<file path="config.mk">
export PLATFORM = sky130hd
export DESIGN_NAME = memory_access_unit
export DESIGN_NICKNAME = d
export VERILOG_FILES = /design/src/rtl/memory_access_unit.sv
export SDC_FILE = /design/constraint.sdc
export NUM_CORES = 1
export LEC_CHECK = 0
export ABC_AREA = 1
export CELL_PAD_IN_SITES_DETAIL_PLACEMENT = 0
export CELL_PAD_IN_SITES_GLOBAL_PLACEMENT = 1
export CORE_MARGIN = 2
export CORE_UTILIZATION = 34
export CTS_CLUSTER_SIZE = 10
export DETAILED_ROUTE_END_ITERATION = 7
export PLACE_DENSITY = 0.9
export SYNTH_ARGS = -nofsm -noshare
export SYNTH_HDL_FRONTEND = slang
export SYNTH_SLANG_ARGS = --single-unit
export TNS_END_PERCENT = 1
</file>
<file path="constraint.sdc">
create_clock -name MAU_clk -period 1.8 [get_ports MAU_clk]
set_input_delay 0.36 -clock MAU_clk [delete_from_list [all_inputs] [get_ports MAU_clk]]
set_output_delay 0.36 -clock MAU_clk [all_outputs]
set_load 0.01 [all_outputs]
</file>
<file path="src/rtl/memory_access_unit.sv">
// Sequences single-word reads and writes to a variable-latency synchronous memory.
// Every output is a flop. Completion is a one-cycle done pulse. A ready timeout is reported through err.
module memory_access_unit #(
  parameter int WAIT_STATES = 2,
  parameter int TIMEOUT     = 15
) (
  input  logic        MAU_clk,
  input  logic        MAU_rst,
  input  logic [15:0] MAU_addr_in,
  input  logic [15:0] MAU_data_in,
  input  logic        MAU_rd_req,
  input  logic        MAU_wr_req,
  output logic        MAU_busy,
  output logic        MAU_done,
  output logic        MAU_err,
  output logic [15:0] MAU_data_out,
  output logic        MAU_mem_en,
  output logic        MAU_mem_we,
  output logic [15:0] MAU_mem_addr,
  output logic [15:0] MAU_mem_wdata,
  input  logic [15:0] MAU_mem_rdata,
  input  logic        MAU_mem_ready
);

  localparam logic [3:0] WAIT_INIT = 4'(WAIT_STATES);
  localparam logic [7:0] TMO_INIT  = 8'(TIMEOUT);

  typedef enum logic [1:0] {
    IDLE   = 2'd0,
    ACCESS = 2'd1,
    DONE   = 2'd2
  } state_t;

  state_t      state_q, state_d;
  logic [3:0]  wait_q, wait_d;
  logic [7:0]  tmo_q, tmo_d;
  logic        busy_q, busy_d;
  logic        done_q, done_d;
  logic        err_q, err_d;
  logic        en_q, en_d;
  logic        we_q, we_d;
  logic [15:0] addr_q, addr_d;
  logic [15:0] wdata_q, wdata_d;
  logic [15:0] dout_q, dout_d;

  always_comb begin
    state_d = state_q;
    wait_d  = wait_q;
    tmo_d   = tmo_q;
    busy_d  = busy_q;
    done_d  = 1'b0;
    err_d   = 1'b0;
    en_d    = en_q;
    we_d    = we_q;
    addr_d  = addr_q;
    wdata_d = wdata_q;
    dout_d  = dout_q;

    case (state_q)
      IDLE: begin
        busy_d = 1'b0;
        en_d   = 1'b0;
        we_d   = 1'b0;
        if (MAU_rd_req && MAU_wr_req) begin
          err_d = 1'b1;
        end else if (MAU_rd_req || MAU_wr_req) begin
          addr_d  = MAU_addr_in;
          wdata_d = MAU_data_in;
          en_d    = 1'b1;
          we_d    = MAU_wr_req;
          busy_d  = 1'b1;
          wait_d  = WAIT_INIT;
          tmo_d   = TMO_INIT;
          state_d = ACCESS;
        end
      end

      ACCESS: begin
        if (wait_q != 4'd0) begin
          wait_d = wait_q - 4'd1;
        end else if (MAU_mem_ready) begin
          if (!we_q) begin
            dout_d = MAU_mem_rdata;
          end
          en_d    = 1'b0;
          we_d    = 1'b0;
          done_d  = 1'b1;
          state_d = DONE;
        end else begin
          // The timeout fires on the low-ready cycle that takes the counter to zero
          tmo_d = tmo_q - 8'd1;
          if (tmo_q <= 8'd1) begin
            tmo_d   = 8'd0;
            en_d    = 1'b0;
            we_d    = 1'b0;
            done_d  = 1'b1;
            err_d   = 1'b1;
            state_d = DONE;
          end
        end
      end

      DONE: begin
        busy_d  = 1'b0;
        state_d = IDLE;
      end

      default: begin
        busy_d  = 1'b0;
        en_d    = 1'b0;
        we_d    = 1'b0;
        state_d = IDLE;
      end
    endcase
  end

  always_ff @(posedge MAU_clk or negedge MAU_rst) begin
    if (!MAU_rst) begin
      state_q <= IDLE;
      wait_q  <= 4'd0;
      tmo_q   <= 8'd0;
      busy_q  <= 1'b0;
      done_q  <= 1'b0;
      err_q   <= 1'b0;
      en_q    <= 1'b0;
      we_q    <= 1'b0;
      addr_q  <= 16'h0000;
      wdata_q <= 16'h0000;
      dout_q  <= 16'h0000;
    end else begin
      state_q <= state_d;
      wait_q  <= wait_d;
      tmo_q   <= tmo_d;
      busy_q  <= busy_d;
      done_q  <= done_d;
      err_q   <= err_d;
      en_q    <= en_d;
      we_q    <= we_d;
      addr_q  <= addr_d;
      wdata_q <= wdata_d;
      dout_q  <= dout_d;
    end
  end

  assign MAU_busy      = busy_q;
  assign MAU_done      = done_q;
  assign MAU_err       = err_q;
  assign MAU_data_out  = dout_q;
  assign MAU_mem_en    = en_q;
  assign MAU_mem_we    = we_q;
  assign MAU_mem_addr  = addr_q;
  assign MAU_mem_wdata = wdata_q;

endmodule

</file>
==> metrics <==
number of synthesized flops with an enable pin=0; most frequent cells in the layout=clkdlybuf4s50_1, dfrtp_1, nand2_1; ordered list of cells on the worst path=clkdlybuf4s50_1; Detailed Route WL=6671 um; starting density of the core=0.3448; syn_nets=approximately 340; Setup crit end kind=output pin; vias in the first global route=2425; leakage=approximately 2 nW; Worst Tran Pin Value=roughly 360 ps; top post-synthesis cells by area=dfrtp_1, mux2_2, nand2_1, inv_1, o21ai_0; crit path kind=reg2out; Root Buffer Master=clkbuf_8; commonest non-fill, non-tap cell in the layout=clkdlybuf4s50_1; Synth Flop Type=dfrtp_1; CTS tree=yes; overall power=approximately 0.0072 W; maximum clock frequency=about 0.60 GHz; final worst-path cycle share=0.9315; hold_buf cts=0; Hold Path Class=in2async; DRC violation count after routing=0; die span in x=97.35 um; Mapped Area=about 3000 um2; Setup-failing EPs final=0; antenna viol nets, final=0; mean post-synth cell area=10.43 um2; status=completed; Max-cap violations=0; core area=8593 um2; clk sink count=67; Die Ht=97.35 um; Remaining Overflow, GRT=0; cell taking the most area after synthesis=dfrtp_1; Nets=465; ant diodes=0; Area Growth Syn to Fin=48.94%; pwr dens=1636 nW/um2; CTS H-tree depth=3; Yosys top cell area share=0.5659; IO Pins=106; WHS=between 30 and 40 ps; setup_tns=0 ps; layout cells sized above 1=0.1707; first-pass GRT wire length=approximately 12000 um; Worst VDD drop=approximately 0.87 mV; total CTS buffers=9; post-synthesis sequential area ratio=0.5659; Top Family by Delay on Critical Path=buffers and inverters; YS warnings=0; Via-to-Cell Ratio=roughly 4.6; Reg clk slew, reported paths=80 ps; via count=2357; crit path from=MAU_mem_we; synthesized flop and latch total=67; standard-cell rows=34; Port Buf Inserts=105; First-pass DRT Iterations=4; synthesized instance count=284; CTS max path bufs=2; Buf/Inv on CP=1; largest net degree at the start of global routing=68; Worst slew margin=0.7617; DRT iter0 DRCs=109; CP max FO=3; CP Launch Type=register; Synth cell types=31; final slew viol count=0; die area=9477 um2; gpl congestion=0.8081; clk_lat worst skew=330 ps; Fin. Hold Viols=0; RSZ-0062 raised after global routing=no; initial antenna violation count=0; CP arrival=~1300 ps; DR WL/cell=12.88 um; critical path's slowest cell=clkdlybuf4s50_1; CP required=1440 ps; Worst Skew=7.677 ps; max incr delay on CP=slightly below 600 ps; fin crit period=1677 ps; Tot GR Track Use=0.1494; DPL Wire Length=4810 um; Post-synth ARST share=1.000; origin of the critical flop-to-flop path=wait_q[0]
## routing by layer
layer / GRT usage / vias up / part of all wire
met3: 0.04964 / 12 / 0.075
li1: - / 1151 / -
met4: 0.04808 / 0 / 0.018
met5: 0 / - / 0
met1: 0.1897 / 1111 / 0.42
met2: 0.2425 / 83 / 0.49
## registers in the layout, summed over array words and instances (netlist names)
name / cells
MAU_mem_addr: 16
MAU_err: 1
tmo_q: 8
MAU_done: 1
MAU_mem_en: 1
MAU_mem_wdata: 16
state_q: 2
MAU_mem_we: 1
MAU_busy: 1
MAU_data_out: 16
wait_q: 4
## synth_stat cells (4+ instances only)
cell and count:
nand3_1 8, a21oi_1 5, ha_1 7, mux2_2 32
nor2_1 18, inv_1 37, dfrtp_1 67, nand2_1 58
o21ai_0 24, nand4_1 4
## where the power goes
part / internal, W / switching (W) / total (W)
clock: 0.000683 / 0.000596 / 0.00128
combinational: 0.00183 / 0.00143 / 0.00326
sequential: 0.00223 / 0.000451 / 0.00268
total: 0.00474 / 0.00248 / 0.00722
## path summary, 6_finish.rpt
path                            cells after the start  slack (ps)                to
worst max register to register                      8         250         wait_q[2]
worst min-delay path                                2          40   MAU_data_out[0]
min in group MAU_clk                                2         480        MAU_mem_en
worst max-delay path                                1         120        MAU_mem_we
worst min register to register                      2         480        MAU_mem_en
max in group asynchronous                           2        1470  MAU_mem_wdata[1]
## cells by family (layout without fill, tap and decap cells)
family                     count (synthesis)  in the layout  share of synthesized area
adders and majority gates                  7              7                    0.02956
AOI/OAI and AO/OA                         35             35                    0.06335
DFF                                       67             67                     0.5659
and+or+nand+nor                           97             97                     0.1478
buffers and inverters                     45            171                    0.06883
muxes                                     32             32                     0.1216
xor gates and xnor gates                   1              1                   0.002957
## final cells by class
class	count	area (um2)
Multi-Input combinational cell	172	1085
Tap cell	108	135.1
Clock inverter	5	61.31
Sequential cell	67	1677
Clock buffer	11	141.4
Fill cell	799	4180
Inverter	39	147.6
Timing Repair Buffer	116	1166
## repair_timing
action                     4_1_cts  5_1_grt
setup endpoints to repair        0        1
gates resized for setup          0        1
buffers inserted                 0        0
## metrics by stage
stage,std cells,util,instance area [um2],setup WS (ps)
2_1_floorplan,284,-,2963,340.7
3_3_place_gp,502,0.4897,4208,-151.7
3_5_place_dp,502,0.4897,4208,-176.0
4_1_cts,518,0.5133,4410,103.3
5_1_grt,518,0.5135,4413,70.87
6_report,518,0.5135,4413,123.3
(Power assumes the default switching activity.)
